### src/rtl/pmem_arbiter_if.sv
// Bundle of the icache, dcache and physical-memory request/response lines
// that meet at the pmem_arbiter. The arbiter uses the slave view.
interface pmem_arbiter_if #(
  parameter int ADDR_WIDTH = 32,
  parameter int LINE_WIDTH = 256
);
  logic                  i_stb;
  logic                  i_cyc;
  logic                  i_write;
  logic [ADDR_WIDTH-1:0] i_addr;
  logic [LINE_WIDTH-1:0] i_wdata;
  logic [LINE_WIDTH-1:0] i_rdata;
  logic                  i_resp;
  logic                  i_retry;

  logic                  d_stb;
  logic                  d_cyc;
  logic                  d_write;
  logic [ADDR_WIDTH-1:0] d_addr;
  logic [LINE_WIDTH-1:0] d_wdata;
  logic [LINE_WIDTH-1:0] d_rdata;
  logic                  d_resp;
  logic                  d_retry;

  logic                  mem_stb;
  logic                  mem_cyc;
  logic                  mem_write;
  logic [ADDR_WIDTH-1:0] mem_addr;
  logic [LINE_WIDTH-1:0] mem_wdata;
  logic [LINE_WIDTH-1:0] mem_rdata;
  logic                  mem_resp;
  logic                  mem_retry;

  modport slave (
    input  i_stb, i_cyc, i_write, i_addr, i_wdata,
    output i_rdata, i_resp, i_retry,
    input  d_stb, d_cyc, d_write, d_addr, d_wdata,
    output d_rdata, d_resp, d_retry,
    output mem_stb, mem_cyc, mem_write, mem_addr, mem_wdata,
    input  mem_rdata, mem_resp, mem_retry
  );

  modport master (
    output i_stb, i_cyc, i_write, i_addr, i_wdata,
    input  i_rdata, i_resp, i_retry,
    output d_stb, d_cyc, d_write, d_addr, d_wdata,
    input  d_rdata, d_resp, d_retry,
    input  mem_stb, mem_cyc, mem_write, mem_addr, mem_wdata,
    output mem_rdata, mem_resp, mem_retry
  );
endinterface

### src/rtl/pmem_arbiter.sv
// Shares the physical-memory port between icache and dcache controllers.
// Define ARB_ROUND_ROBIN_EN for round-robin ties; otherwise dcache wins ties.
module pmem_arbiter #(
  parameter int ADDR_WIDTH = 32,
  parameter int LINE_WIDTH = 256
) (
  input  logic            clk,
  input  logic            rst_n,
  pmem_arbiter_if.slave   bus
);

  typedef enum logic [1:0] {
    IDLE    = 2'd0,
    GRANT_I = 2'd1,
    GRANT_D = 2'd2
  } state_t;

  state_t state, state_nxt;
  logic   last_grant, last_grant_nxt;   // 0 = icache, 1 = dcache

  logic i_req, d_req, tie_to_d;

  logic                  mem_stb_c, mem_cyc_c, mem_write_c;
  logic [ADDR_WIDTH-1:0] mem_addr_c;
  logic [LINE_WIDTH-1:0] mem_wdata_c;
  logic [LINE_WIDTH-1:0] i_rdata_c, d_rdata_c;
  logic                  i_resp_c, i_retry_c, d_resp_c, d_retry_c;

  assign i_req = bus.i_stb & bus.i_cyc;
  assign d_req = bus.d_stb & bus.d_cyc;

`ifdef ARB_ROUND_ROBIN_EN
  assign tie_to_d = ~last_grant;
`else
  assign tie_to_d = 1'b1;
`endif

  always_ff @(posedge clk) begin
    if (!rst_n) begin
      state      <= IDLE;
      last_grant <= 1'b1;
    end else begin
      state      <= state_nxt;
      last_grant <= last_grant_nxt;
    end
  end

  // Every output is gated by rst_n so a reset mid-transaction drops the bus
  // in the very cycle it is asserted and suppresses any stray resp.
  always_comb begin
    state_nxt      = state;
    last_grant_nxt = last_grant;
    mem_stb_c      = 1'b0;
    mem_cyc_c      = 1'b0;
    mem_write_c    = 1'b0;
    mem_addr_c     = '0;
    mem_wdata_c    = '0;
    i_rdata_c      = '0;
    d_rdata_c      = '0;
    i_resp_c       = 1'b0;
    i_retry_c      = 1'b0;
    d_resp_c       = 1'b0;
    d_retry_c      = 1'b0;

    if (rst_n) begin
      case (state)
        IDLE: begin
          if (i_req && d_req) begin
            state_nxt = tie_to_d ? GRANT_D : GRANT_I;
            i_retry_c = tie_to_d;
            d_retry_c = ~tie_to_d;
          end else if (i_req) begin
            state_nxt = GRANT_I;
          end else if (d_req) begin
            state_nxt = GRANT_D;
          end
        end

        GRANT_I: begin
          mem_stb_c   = 1'b1;
          mem_cyc_c   = 1'b1;
          mem_write_c = bus.i_write;
          mem_addr_c  = bus.i_addr;
          mem_wdata_c = bus.i_wdata;
          i_rdata_c   = bus.mem_rdata;
          i_resp_c    = bus.mem_resp;
          i_retry_c   = bus.mem_retry & ~bus.mem_resp;
          d_retry_c   = d_req;
          if (bus.mem_resp) begin
            state_nxt      = IDLE;
            last_grant_nxt = 1'b0;
          end
        end

        GRANT_D: begin
          mem_stb_c   = 1'b1;
          mem_cyc_c   = 1'b1;
          mem_write_c = bus.d_write;
          mem_addr_c  = bus.d_addr;
          mem_wdata_c = bus.d_wdata;
          d_rdata_c   = bus.mem_rdata;
          d_resp_c    = bus.mem_resp;
          d_retry_c   = bus.mem_retry & ~bus.mem_resp;
          i_retry_c   = i_req;
          if (bus.mem_resp) begin
            state_nxt      = IDLE;
            last_grant_nxt = 1'b1;
          end
        end

        default: state_nxt = IDLE;
      endcase
    end
  end

  assign bus.mem_stb   = mem_stb_c;
  assign bus.mem_cyc   = mem_cyc_c;
  assign bus.mem_write = mem_write_c;
  assign bus.mem_addr  = mem_addr_c;
  assign bus.mem_wdata = mem_wdata_c;
  assign bus.i_rdata   = i_rdata_c;
  assign bus.i_resp    = i_resp_c;
  assign bus.i_retry   = i_retry_c;
  assign bus.d_rdata   = d_rdata_c;
  assign bus.d_resp    = d_resp_c;
  assign bus.d_retry   = d_retry_c;

endmodule

### src/flat_wrapper.sv
// flat-port wrapper written by rule: the top's interface ports become plain ports
module pmem_arbiter_flat 
#(
  parameter int ADDR_WIDTH = 32,
  parameter int LINE_WIDTH = 256
)
  (clk, rst_n, bus_i_stb, bus_i_cyc, bus_i_write, bus_i_addr, bus_i_wdata, bus_i_rdata, bus_i_resp, bus_i_retry, bus_d_stb, bus_d_cyc, bus_d_write, bus_d_addr, bus_d_wdata, bus_d_rdata, bus_d_resp, bus_d_retry, bus_mem_stb, bus_mem_cyc, bus_mem_write, bus_mem_addr, bus_mem_wdata, bus_mem_rdata, bus_mem_resp, bus_mem_retry);
  pmem_arbiter_if #(.ADDR_WIDTH(ADDR_WIDTH), .LINE_WIDTH(LINE_WIDTH)) bus_i ();
  input  logic clk;
  input  logic rst_n;
  input wire logic [$bits(bus_i.i_stb)-1:0] bus_i_stb;
  input wire logic [$bits(bus_i.i_cyc)-1:0] bus_i_cyc;
  input wire logic [$bits(bus_i.i_write)-1:0] bus_i_write;
  input wire logic [$bits(bus_i.i_addr)-1:0] bus_i_addr;
  input wire logic [$bits(bus_i.i_wdata)-1:0] bus_i_wdata;
  output wire logic [$bits(bus_i.i_rdata)-1:0] bus_i_rdata;
  output wire logic [$bits(bus_i.i_resp)-1:0] bus_i_resp;
  output wire logic [$bits(bus_i.i_retry)-1:0] bus_i_retry;
  input wire logic [$bits(bus_i.d_stb)-1:0] bus_d_stb;
  input wire logic [$bits(bus_i.d_cyc)-1:0] bus_d_cyc;
  input wire logic [$bits(bus_i.d_write)-1:0] bus_d_write;
  input wire logic [$bits(bus_i.d_addr)-1:0] bus_d_addr;
  input wire logic [$bits(bus_i.d_wdata)-1:0] bus_d_wdata;
  output wire logic [$bits(bus_i.d_rdata)-1:0] bus_d_rdata;
  output wire logic [$bits(bus_i.d_resp)-1:0] bus_d_resp;
  output wire logic [$bits(bus_i.d_retry)-1:0] bus_d_retry;
  output wire logic [$bits(bus_i.mem_stb)-1:0] bus_mem_stb;
  output wire logic [$bits(bus_i.mem_cyc)-1:0] bus_mem_cyc;
  output wire logic [$bits(bus_i.mem_write)-1:0] bus_mem_write;
  output wire logic [$bits(bus_i.mem_addr)-1:0] bus_mem_addr;
  output wire logic [$bits(bus_i.mem_wdata)-1:0] bus_mem_wdata;
  input wire logic [$bits(bus_i.mem_rdata)-1:0] bus_mem_rdata;
  input wire logic [$bits(bus_i.mem_resp)-1:0] bus_mem_resp;
  input wire logic [$bits(bus_i.mem_retry)-1:0] bus_mem_retry;
  assign bus_i.i_stb = bus_i_stb;
  assign bus_i.i_cyc = bus_i_cyc;
  assign bus_i.i_write = bus_i_write;
  assign bus_i.i_addr = bus_i_addr;
  assign bus_i.i_wdata = bus_i_wdata;
  assign bus_i_rdata = bus_i.i_rdata;
  assign bus_i_resp = bus_i.i_resp;
  assign bus_i_retry = bus_i.i_retry;
  assign bus_i.d_stb = bus_d_stb;
  assign bus_i.d_cyc = bus_d_cyc;
  assign bus_i.d_write = bus_d_write;
  assign bus_i.d_addr = bus_d_addr;
  assign bus_i.d_wdata = bus_d_wdata;
  assign bus_d_rdata = bus_i.d_rdata;
  assign bus_d_resp = bus_i.d_resp;
  assign bus_d_retry = bus_i.d_retry;
  assign bus_mem_stb = bus_i.mem_stb;
  assign bus_mem_cyc = bus_i.mem_cyc;
  assign bus_mem_write = bus_i.mem_write;
  assign bus_mem_addr = bus_i.mem_addr;
  assign bus_mem_wdata = bus_i.mem_wdata;
  assign bus_i.mem_rdata = bus_mem_rdata;
  assign bus_i.mem_resp = bus_mem_resp;
  assign bus_i.mem_retry = bus_mem_retry;
  pmem_arbiter #(.ADDR_WIDTH(ADDR_WIDTH), .LINE_WIDTH(LINE_WIDTH)) u_core (.clk(clk), .rst_n(rst_n), .bus(bus_i));
endmodule
### config.mk
export PLATFORM = sky130hd
export DESIGN_NAME = pmem_arbiter_flat
export DESIGN_NICKNAME = d
export VERILOG_FILES = /design/src/rtl/pmem_arbiter_if.sv /design/src/rtl/pmem_arbiter.sv /design/src/flat_wrapper.sv
export SDC_FILE = /design/constraint.sdc
export NUM_CORES = 1
export LEC_CHECK = 0
export ABC_CLOCK_PERIOD_IN_PS = 1500
export CAP_MARGIN = 10
export CORE_AREA = 3 3 639 641
export CTS_CLUSTER_SIZE = 25
export DETAILED_ROUTE_END_ITERATION = 6
export DIE_AREA = 0 0 642 644
export MAX_ROUTING_LAYER = met4
export PLACE_DENSITY_LB_ADDON = 0.3
export SLEW_MARGIN = 20
export SYNTH_ARGS = -nofsm -noshare
export SYNTH_HDL_FRONTEND = slang
export SYNTH_SLANG_ARGS = --single-unit
### constraint.sdc
create_clock -name clk -period 1.5 [get_ports clk]
set_input_delay 0.15 -clock clk [delete_from_list [all_inputs] [get_ports clk]]
set_output_delay 0.15 -clock clk [all_outputs]
set_load 0.05 [all_outputs]
### Word level (Yosys, flattened, before mapping)

Cells that the tools add are included.

* memories kept: 0
* latch bits: 0
* input bits: 842
* flip-flop bits (word level): 2
* output and inout bits: 807
* bits in writable memories: 0
* memory bits (read-only): 0

* bitwise logic cells: 4
* equal/unequal tests: 4
* reductions and logical operators: 4
* divide/modulo/power cells: 0
* multipliers: 0
* $lt $le $gt $ge: 0
* mux-type cells: 26
* add/subtract/negate cells: 0
* shift-type cells: 0

Operators with widths (number)
* 256-bit two-way mux: 5
* 256-bit one-hot mux with 2 select lines: 1
* 32-bit one-hot mux with 2 select lines: 1
* 32-bit two-way mux: 1
* 1-bit two-way mux: 10
* 2-bit two-way mux: 4
* 4-bit by 1-bit != test with 1-bit output, second input constant: 1
* 1-bit one-hot mux with 2 select lines: 2
* 2-bit one-hot mux with 2 select lines: 1
* 1-bit AND: 3
* 1-bit one-hot mux with 3 select lines: 1
* 2-bit by 1-bit equality test with 1-bit output, second input constant: 1
* 2-bit equality test, second input constant: 1
* 2-bit logical NOT: 1
* 2-bit by 1-bit != test with 1-bit output, second input constant: 1
* 2-bit AND reduction: 1
* 2-bit OR reduction: 1
* 1-bit logical AND: 1
* 1-bit NOT: 1

### Logic depth before layout (Yosys ltp)

Gate-level depths: netlist (run 1).

* depth in word-level cells: 5
* mapped depth: 7

### Least setup slack after synthesis (run 1)

No wires, ideal clock.

* path type: register -> output
* start: register u_core.state[0]
* end: output port bus_mem_wdata[167]
* required time: 1.350 ns
* cell stages (with the launch flop): 7
* path slack: -0.474 ns
* path buffers: 2
* arrival time: 1.824 ns
* cell sequence: dfxtp_1 > inv_1 > ha_1 > nand2_1 > buf_2 > buf_1 > nor2_1

* cells in the longest elaborated chain, start to end: 3
* elaborated cells between the ends (all ways): 4
* those cells by class: 2 x eq/ne; 2 x mux

Ends and longest elaborated chain
* from (decl): line pmem_arbiter.sv:18 `state_t state, state_nxt;`
* from (signal assigned): line pmem_arbiter.sv:43 `state <= state_nxt;`
* 2-bit equality test or 2-bit by 1-bit equality test with 1-bit output (tied branches)
* 256-bit one-hot mux with 2 select lines (*): line pmem_arbiter.sv:66 `case (state)`
* 256-bit two-way mux (*): line pmem_arbiter.sv:65 `if (rst_n) begin`
* to (decl): line flat_wrapper.sv:31 `output wire logic [$bits(bus_i.mem_wdata)-1:0] bus_mem_wdata;`

Mark *: on every way between the ends. The rest lies on a longest branch, timed or not.

### Worst setup path after layout (run 1)

* start: register u_core.state[0]
* end: output port bus_mem_wdata[22]

The elaborated chain is that of the path after synthesis.

==> metrics.md, run 1 <==
| Metric | Value |
|---|---|
| Status | finished, violations left |
| Failing checks | setup timing |
| Critical path fanouts, max | 7 |
| H-tree Lvls | 1 |
| Pre-antenna DRT Iters | 5 |
| Final WS setup | -825 ps |
| Final net count | 4,104 |
| Worst-skew pair later-pin latency | between 200 and 250 ps |
| Hold-fix buffer count after cts | 0 |
| Via-per-instance ratio | between 2 and 2.5 |
| Cell Area, Synth | roughly 0.0077 mm2 |
| Commonest non-fill, non-tap cell in the layout | buf_12 |
| Top flop regs | u_core.state (2) |
| Synth top area cells | and3_1, a22oi_1, nor2_1 |
| CP Launch Type | register |
| DR DRC count | 0 |
| CP arrival | around 2200 ps |
| Number of synthesized flops with an enable pin | 0 |
| # IOs | roughly 1,600 |
| Synthesized flop and latch total | 2 |
| PD cells | 288 mW/mm2 |
| Area leader, netlist | and3_1 |
| Largest register FFs | 2 |
| Largest Register | u_core.state |
| Longest Clk Path Bufs | 2 |
| Area of the core | about 0.40 mm2 |
| HP Class | in -> reg |
| Post-route insts no fill | 8,779 |
| Mapped Avg Cell Area | 5.77 um2 |
| Initial Utilization | 0.0191 |
| Die Span X | ~640 um |
| TritonCTS clock tree | done |
| Distinct cells, synth | 19 |
| Grt ovf | 0 |
| Clock root buffer master | clkbuf_16 |
| Crit end category | output port |
| CTS Sinks | 2 |
| Final Cycle Share | 1.55 |
| Tot Pwr | around 0.014 W |
| Main flop type after synthesis | dfxtp_1 |
| Std-Cell Rows | between 200 and 250 |
| Die footprint | around 0.41 mm2 |
| Cells after DPL | approximately 8,500 |
| CP Class | reg -> out |
| Seq/Total Area, Yosys | 0.00521 |
| Unrepaired setup endpoints after global routing | yes |
| Syn_nets | roughly 2,200 |
| Synth warnings | 0 |
| Pleak | approximately 17 nW |
| Clk slew on worst S/H paths | 30 ps |
| # setup viols final | between 800 and 900 |
| Routed len/inst | ~36 um |
| Routed wire length | 317 mm |
| Area Growth Syn to Fin | 555% |
| Initial antenna violation count | approximately 310 |
| Slew of the pin with the lowest slew margin | 792 ps |
| Worst EP required | approximately 1400 ps |
| Post-layout min period | 2320 ps |
| Via Count | ~21,000 |
| Ys async rst share | 0 |
| First-pass GRT wire length | between 300 and 400 mm |
| Final hold violations | 0 |
| Vias in the first global route | 21,304 |
| Relative slew slack | 0.470 |
| Height of the die | approximately 640 um |
| All-layer global routing usage | 0.150 |
| Area share of the largest cell type after synthesis | 0.419 |
| DRT iter0 DRCs | about 1,100 |
| Peak supply drop | about 0.00018 V |
| Detailed placer's ending HPWL | approximately 290 mm |
| Maxcap violations | 0 |
| Largest net degree at the start of global routing | approximately 70 |
| IO Port Bufs | 1,648 |
| Gp weighted congestion | ~0.93 |
| Post-Syn Instances | between 1,000 and 1,500 |
| Commonest non-fill, non-tap cells in the layout | buf_12, clkdlybuf4s50_1, and3_4 |
| Clock Skews | approximately 3.7 ps |
| Inserted Clock Buffers | 3 |
| DRT antenna net count | 0 |
| FMAX | roughly 430 MHz |
| Layout cell share with drive strength beyond 1 | 0.705 |
| Max-slew violations | 0 |
-- path summary, 6_finish.rpt --
kind,start,to,slack [ps],cells past startpoint
hold / removal,rst_n,u_core.state[0],600,5
hold reg to reg,u_core.state[0],u_core.state[0],630,3
setup reg to reg,u_core.state[1],u_core.state[1],60,7
setup / recovery,u_core.state[0],bus_mem_wdata[22],-820,8
-- metal layers --
| metal | global-route usage | vias to the layer above | wire (um) | part of all wire |
|---|---|---|---|---|
| met5 | - | - | 0 | 0 |
| met4 | 0.0212 | 0 | 9100 | 0.029 |
| met3 | 0.0761 | 506 | 37100 | 0.12 |
| met2 | 0.287 | 1449 | 171000 | 0.54 |
| met1 | 0.132 | 10168 | 99600 | 0.31 |
| li1 | - | 9005 | - | - |
-- what timing repair did --
item	4_1_cts	5_1_grt
setup buffers	63	51
setup endpoints to repair	807	808
pin swaps	97	134
cloned	26	17
gates resized for setup	403	235
-- kinds of logic (layout without fill, tap and decap cells) --
group,count (synthesis),after routing,share of synthesized area
AND/OR/NAND/NOR,813,813,0.566
AO/OA/AOI/OAI,298,298,0.290
buffers and inverters,215,2137,0.130
adder cells (fa/ha/maj),5,5,0.00814
flip-flops,2,2,0.00521
other,0,119,0
-- synthesized netlist by cell type, types with 3 or more instances --
| cell type | instances |
|---|---|
| a22oi_1 | 289 |
| clkbuf_2 | 21 |
| ha_1 | 5 |
| and3_1 | 515 |
| a21boi_0 | 3 |
| clkbuf_1 | 102 |
| buf_1 | 4 |
| inv_1 | 3 |
| buf_2 | 60 |
| buf_4 | 25 |
| nor2_1 | 290 |
-- cell type report --
type | count | area (um2)
Inverter | 3 | 20.0
Fill cell | 45691 | 353000
Tap cell | 5405 | 6760
Timing Repair Buffer | 2131 | 31800
Antenna cell | 119 | 298
Multi-Input combinational cell | 1116 | 11300
Sequential cell | 2 | 47.5
Clock buffer | 3 | 75.1
-- stage by stage --
step           cell area [um2]  setup slack, ps  setup TNS (ps)  hold slack [ps]  utilization
6_report                 50300             -825         -482200              602        0.125
5_1_grt                  50300             -812         -521060              616        0.125
4_1_cts                  48500             -854         -526720              540        0.120
3_5_place_dp             45500            -1140         -357560              584        0.113
3_3_place_gp             45500            -1150         -383880              599        0.113
2_1_floorplan            10900             -389          -73590              292            -
-- power breakdown --
group	switching, W	total, W	internal [W]	leakage (nW)
clock network	0.0000688	0.000409	0.000340	0.0377
registers	0.00000748	0.0000650	0.0000575	0.0178
logic	0.00695	0.0140	0.00708	16.5
-- critical path, stage by stage (launching register included) --
cell and delay, ps:
dfxtp_4 360, inv_4 50, ha_4 180, buf_12 130
buf_16 150, buf_12 180, a22oi_2 520, nor2_2 120
buf_12 180
(Power assumes the default switching activity.)
==> inputs of run 2 (changes only) <==
- CAP_MARGIN: 10 -> 25
- GPL_ROUTABILITY_DRIVEN: not set -> 0
==> run 2 against run 1 <==
  * The run still ends with setup timing left
  * Core utilization down 0.37 points
  * Via count down 0.55%
  * Critical path depth up 1
  * Cell area down 3.0%
  * Fmax down 4.0%
  * Non-clock buffer count down 39
  * Final cell count down 0.35%
  * Die area unchanged
  * Worst setup slack worse by 97 ps
==> metrics.md, run 2 (same netlist as run 1, synthesis figures left out) <==
| Metric | Value |
|---|---|
| Worst EP required | 1350 ps (about the same) |
| # IOs | 1,649 (unchanged) |
| Longest Clk Path Bufs | 2 (unchanged) |
| Worst-skew pair later-pin latency | 230 ps (about the same) |
| All-layer global routing usage | 0.147 (-0.00285) |
| Cells after DPL | 8,525 (-0.13%) |
| Area Growth Syn to Fin | 535% |
| Fin util | 0.121 (-0.00369) |
| Height of the die | 644 um (unchanged) |
| DRT iter0 DRCs | 1,255 (+16%) |
| Dpl ws | -1340 ps (-197 ps) |
| Die footprint | 0.413 mm2 (unchanged) |
| Relative slew slack | 0.545 (+0.0749) |
| IO Port Bufs | 1,648 (unchanged) |
| Crit end category | output port |
| Largest register FFs | 2 (unchanged) |
| Via Count | 21,012 (-0.55%) |
| Via-per-instance ratio | 2.40 (-0.20%) |
| Area of the core | 0.403 mm2 (unchanged) |
| Inserted Clock Buffers | 3 (unchanged) |
| Final hold violations | 0 (unchanged) |
| First-pass GRT wire length | 359 mm (-1.8%) |
| Die Span X | 642 um (unchanged) |
| Final WS setup | -922 ps (-97.5 ps) |
| Std-Cell Rows | 233 (unchanged) |
| # setup viols final | 809 (+0.25%) |
| Layout cell share with drive strength beyond 1 | 0.690 (-0.0151) |
| Vias in the first global route | 20,942 (-1.7%) |
| Clock Skews | 0.867 ps (-2.83 ps) |
| CP arrival | 2270 ps (+100 ps) |
| Top flop regs | u_core.state (2) |
| Pre-antenna DRT Iters | 7 (+2) |
| Clk slew on worst S/H paths | 30 ps (about the same) |
| Peak supply drop | 0.000291 V (+59%) |
| Post-route insts no fill | 8,748 (-0.35%) |
| Final Cycle Share | 1.61 (+0.0650) |
| Unrepaired setup endpoints after global routing | yes |
| Routed wire length | 311 mm (-2.0%) |
| Commonest non-fill, non-tap cells in the layout | buf_12, clkdlybuf4s50_1, and3_4 |
| Largest net degree at the start of global routing | 65 (-8.5%) |
| FMAX | 413 MHz (-4.0%) |
| Largest Register | u_core.state |
| Post-layout min period | 2420 ps (+97.5 ps) |
| Detailed placer's ending HPWL | 286 mm (-2.1%) |
| Initial antenna violation count | 301 (-3.8%) |
| H-tree Lvls | 1 (unchanged) |
| Hold_ws | 575 ps (-27.4 ps) |
| Routed len/inst | 35.5 um (-1.6%) |
| Grt ovf | 0 (unchanged) |
| Slew of the pin with the lowest slew margin | 681 ps (-111 ps) |
| DR DRC count | 0 (unchanged) |
| Max-slew violations | 0 (unchanged) |
| HP Class | reg -> reg |
| Initial Utilization | 0.0191 (unchanged) |
| CTS Sinks | 2 (unchanged) |
| Clock root buffer master | clkbuf_16 |
| Reg2reg setup slack | -140 ps (-200 ps) |
| Final net count | 4,065 (-0.95%) |
| Hold-fix buffer count after cts | 0 (unchanged) |
| DRT antenna net count | 0 (unchanged) |
| Pleak | 16.1 nW (-2.3%) |
| TritonCTS clock tree | done |
| CP Launch Type | register |
| PD cells | 286 mW/mm2 (-0.81%) |
| Post-placement cell area | 0.0450 mm2 (-1.0%) |
| Fin area | 0.0488 mm2 (-3.0%) |
| Status | finished, violations left |
| CP Class | reg -> out |
| Commonest non-fill, non-tap cell in the layout | buf_12 |
| Critical path fanouts, max | 7 (unchanged) |
| Failing checks | setup timing |
| Maxcap violations | 0 (unchanged) |
run 2: layout make-up:
| type | instances | area [um2] |
|---|---|---|
| Tap cell | 5405 | 6760 |
| Clock buffer | 3 | 75.1 |
| Sequential cell | 2 | 47.5 |
| Antenna cell | 127 | 318 |
| Fill cell | 45781 | 354000 |
| Timing Repair Buffer | 2092 | 30700 |
| Inverter | 3 | 20.0 |
| Multi-Input combinational cell | 1116 | 10900 |
run 2: worst max-delay path: stages, from the launching register on:
cell     delay, ps
dfxtp_4        390
inv_4           70
ha_4           190
buf_16         160
buf_12         170
buf_16         150
buf_6          160
a22oi_2        420
nor2_2         100
buf_12         170
run 2: path summary, 6_finish.rpt:
| kind | cells past startpoint | endpoint | start |
|---|---|---|---|
| worst max-delay path | 9 | bus_mem_wdata[23] | u_core.state[0] |
| worst min-delay path | 2 | u_core.state[1] | u_core.state[1] |
| worst max register to register | 8 | u_core.state[1] | u_core.state[0] |
| worst min register to register | 2 | u_core.state[1] | u_core.state[1] |
run 2: repair_timing:
item | in CTS | in global routing
gates resized for setup | 390 | 117
setup buffers | 37 | 50
pin swaps | 135 | 79
gates cloned | 17 | 17
setup endpoints to repair | 809 | 809
run 2: report_power, final:
| part | switching, W | total (W) | internal (W) |
|---|---|---|---|
| registers | 0.0000100 | 0.0000675 | 0.0000575 |
| clock network | 0.0000823 | 0.000423 | 0.000341 |
| logic | 0.00686 | 0.0135 | 0.00660 |
| total | 0.00695 | 0.0140 | 0.00700 |
run 2: routing by layer:
layer	wire length [um]	vias up	GRT usage
li1	-	8893	-
met1	102000	10152	0.138
met2	170000	1472	0.278
met3	30600	495	0.0600
met4	7850	0	0.0297
met5	0	-	-
run 2: through the flow:
stage	TNS, ps	power [W]
after CTS	-572230	0.0136
after floorplan	-73590	0.00421
after detailed placement	-395600	0.0120
after global placement	-435170	0.0120
final	-552290	0.0140
after global routing	-578710	0.0144
==> inputs of run 3 (changes only) <==
- ABC_CLOCK_PERIOD_IN_PS: 1500 -> 2570
- CORE_AREA: 3 3 639 641 -> 3 3 642 644
- DIE_AREA: 0 0 642 644 -> 0 0 645 647
- RECOVER_POWER: not set -> 100
- clock period: 1.5 -> 2.57 ns (I/O delays scaled with it)
==> run 3 against run 2 <==
  * The run still ends with setup timing left
  * Global-route usage is 0.81 points higher
  * Via count down 2.8%
  * Worst setup slack better by 880 ps
  * Worst hold slack lost 33 ps
  * Routed wire length increased by 6.8%
  * Sequential share of layout area hardly changed
  * Die area grew 0.94%
  * Cell area decreased by 15%
  * Sequential cell count stayed put
  * Critical path type unchanged
  * Largest cell class unchanged
==> metrics.md, run 3 (same netlist as run 1, synthesis figures left out) <==
| Metric | Value |
|---|---|
| Routed len/inst | 38.7 um (+9.1%) |
| Final WS setup | -42.5 ps (+880 ps) |
| Via Count | 20,417 (-2.8%) |
| Final net count | 3,856 (-5.1%) |
| Clk slew on worst S/H paths | 30 ps (about the same) |
| Crit path cell chain | inv_1 -> ha_4 -> buf_12 -> buf_16 -> a22oi_1 -> nor2_1 -> buf_12 |
| Vias in the first global route | 19,886 (-5.0%) |
| Dpl ws | -85.9 ps (+1250 ps) |
| Die Span X | 645 um (+0.47%) |
| Largest register FFs | 2 (unchanged) |
| Psw | 0.00366 W (-47%) |
| IO Port Bufs | 1,648 (unchanged) |
| PD cells | 165 mW/mm2 (-42%) |
| CP Launch Type | register |
| Grt ovf | 0 (unchanged) |
| H-tree Lvls | 1 (unchanged) |
| # IOs | 1,649 (unchanged) |
| Routed wire length | 332 mm (+6.8%) |
| DRT antenna net count | 0 (unchanged) |
| Largest Register | u_core.state |
| All-layer global routing usage | 0.155 (+0.00811) |
| Final hold violations | 0 (unchanged) |
| Most used cell, CP | buf_12 |
| CP arrival | 2360 ps (+90 ps) |
| Inserted Clock Buffers | 3 (unchanged) |
| Reg power frac | 0.006 (about the same) |
| Largest net degree at the start of global routing | 103 (+58%) |
| Slew of the pin with the lowest slew margin | 649 ps (-31.6 ps) |
| Height of the die | 647 um (+0.47%) |
| Via-per-instance ratio | 2.38 (-0.74%) |
| CTS Sinks | 2 (unchanged) |
| Peak supply drop | 0.000106 V (-64%) |
| Area Growth Syn to Fin | 437% |
| Area of the core | 0.406 mm2 (+0.87%) |
| Max-slew violations | 0 (unchanged) |
| Clock root buffer master | clkbuf_16 |
| FMAX | between 300 and 400 MHz |
| Tot Pwr | 0.00682 W (-51%) |
| Status | finished, violations left |
| Std-Cell Rows | 234 (+0.43%) |
| Critical path fanouts, max | 40 (+33) |
| Setup_tns | -42.5 ps (+552,250 ps) |
| Switching share of power | 0.536 (+0.0378) |
| Clock Skews | 1.32 ps (+0.452 ps) |
| HP Class | reg -> reg |
| P_int | 0.00317 W (-55%) |
| # setup viols final | 1 (-99.9%) |
| DRT iter0 DRCs | 1,536 (+22%) |
| Initial Utilization | 0.0189 (-0.000164) |
| Fin util | 0.102 (-0.0196) |
| Unrepaired setup endpoints after global routing | yes |
| TritonCTS clock tree | done |
| Die footprint | 0.417 mm2 (+0.94%) |
| Pre-antenna DRT Iters | 7 (unchanged) |
| Pleak | 14.9 nW (-7.7%) |
| Worst-skew pair later-pin latency | 220 ps (about the same) |
| Top flop regs | u_core.state (2) |
| First-pass GRT wire length | 373 mm (+3.9%) |
| Commonest non-fill, non-tap cell in the layout | clkdlybuf4s50_1 |
| Failing checks | setup timing |
| Post-placement cell area | 0.0402 mm2 (-11%) |
| Maxcap violations | 0 (unchanged) |
| Largest stage delay on the critical path | 640 ps (+220 ps) |
| Clock network fraction of design power | 0.034 (+0.004) |
| Relative slew slack | 0.567 (+0.0220) |
| WP buf/inv | 4 (-2) |
| DR DRC count | 0 (unchanged) |
| Filler Cells Inserted | 46,902 (+2.4%) |
| Commonest non-fill, non-tap cells in the layout | clkdlybuf4s50_1, buf_12, and3_1 |
| Slowest CP cell | a22oi_1 |
| Detailed placer's ending HPWL | 314 mm (+9.5%) |
| Top delay family on crit path | compound AO/OA/AOI/OAI gates |
| Worst EP required | 2310 ps (+960 ps) |
| Final Cycle Share | 1.02 |
| Initial antenna violation count | 335 (+11%) |
| Crit end category | output port |
| Longest Clk Path Bufs | 2 (unchanged) |
| Layout cell share with drive strength beyond 1 | 0.388 (-0.301) |
| Combinational share of power | 0.961 (-0.004) |
| Post-layout min period | around 2600 ps |
| CP Class | reg -> out |
| Fin area | 0.0413 mm2 (-15%) |
==> run 3: changes by cell type in the layout (fill, tap and decap cells not counted), moves of 132 or more <==
cell	delta
nor2_4	-149
and3_2	-200
and3_4	-308
a22oi_2	-132
and3_1	+508
nor2_1	+196
a22oi_1	+132
==> run 3: repair_timing <==
item | CTS | global route
pin swaps | 5 | 7
resized for setup | 73 | 62
endpoints found under the setup margin | 174 | 207
cloned | 0 | 5
hold buffers | 0 | 0
setup buffers | 0 | 5
endpoints found under the hold margin | 0 | 0
==> run 3: worst paths after layout <==
| check | from | end | slack (ps) | cells after the start |
|---|---|---|---|---|
| hold / removal | u_core.state[1] | u_core.state[1] | 540 | 2 |
| hold reg to reg | u_core.state[1] | u_core.state[1] | 540 | 2 |
| setup reg to reg | u_core.state[1] | u_core.state[1] | 1160 | 5 |
| setup / recovery | u_core.state[0] | bus_mem_wdata[197] | -40 | 7 |
==> run 3: per-layer routing <==
| metal | part of all wire | wire length (um) | track usage |
|---|---|---|---|
| met1 | 0.33 | 108000 | 0.146 |
| met2 | 0.51 | 171000 | 0.280 |
| met3 | 0.13 | 43900 | 0.0838 |
| met4 | 0.027 | 9090 | 0.0272 |
| met5 | 0 | 0 | - |
==> run 3: through the flow <==
step,std cells,hold slack (ps)
final,8564,542
after global routing,8550,562
after CTS,8425,596
after detailed placement,8422,592
after global placement,8422,580
after floorplan,1333,407
==> run 3: tightest hold or removal path, delay by kind of cell (launching register included) <==
kind / cells / cell delay, ps
compound gates: 2 / 150
flops: 1 / 340
==> run 3: cell type report <==
type	instances	area [um2]	share of cell area
Multi-Input combinational cell	1116	7160	0.173
Sequential cell	2	42.5	0.00103
Antenna cell	129	323	0.00782
Timing Repair Buffer	1883	26900	0.651
Clock buffer	3	75.1	0.00182
Tap cell	5428	6790	0.164
Inverter	3	11.3	0.000273
==> run 3: power by group through the flow <==
| stage | clock network [W] | logic [W] | registers [W] |
|---|---|---|---|
| 2_1_floorplan | 0 | 0.00193 | 0.0000361 |
| 4_1_cts | 0.000234 | 0.00656 | 0.0000381 |
| 3_5_place_dp | 0 | 0.00647 | 0.0000382 |
| 6_report | 0.000230 | 0.00656 | 0.0000381 |
| 3_3_place_gp | 0 | 0.00647 | 0.0000385 |
| 5_1_grt | 0.000240 | 0.00683 | 0.0000387 |
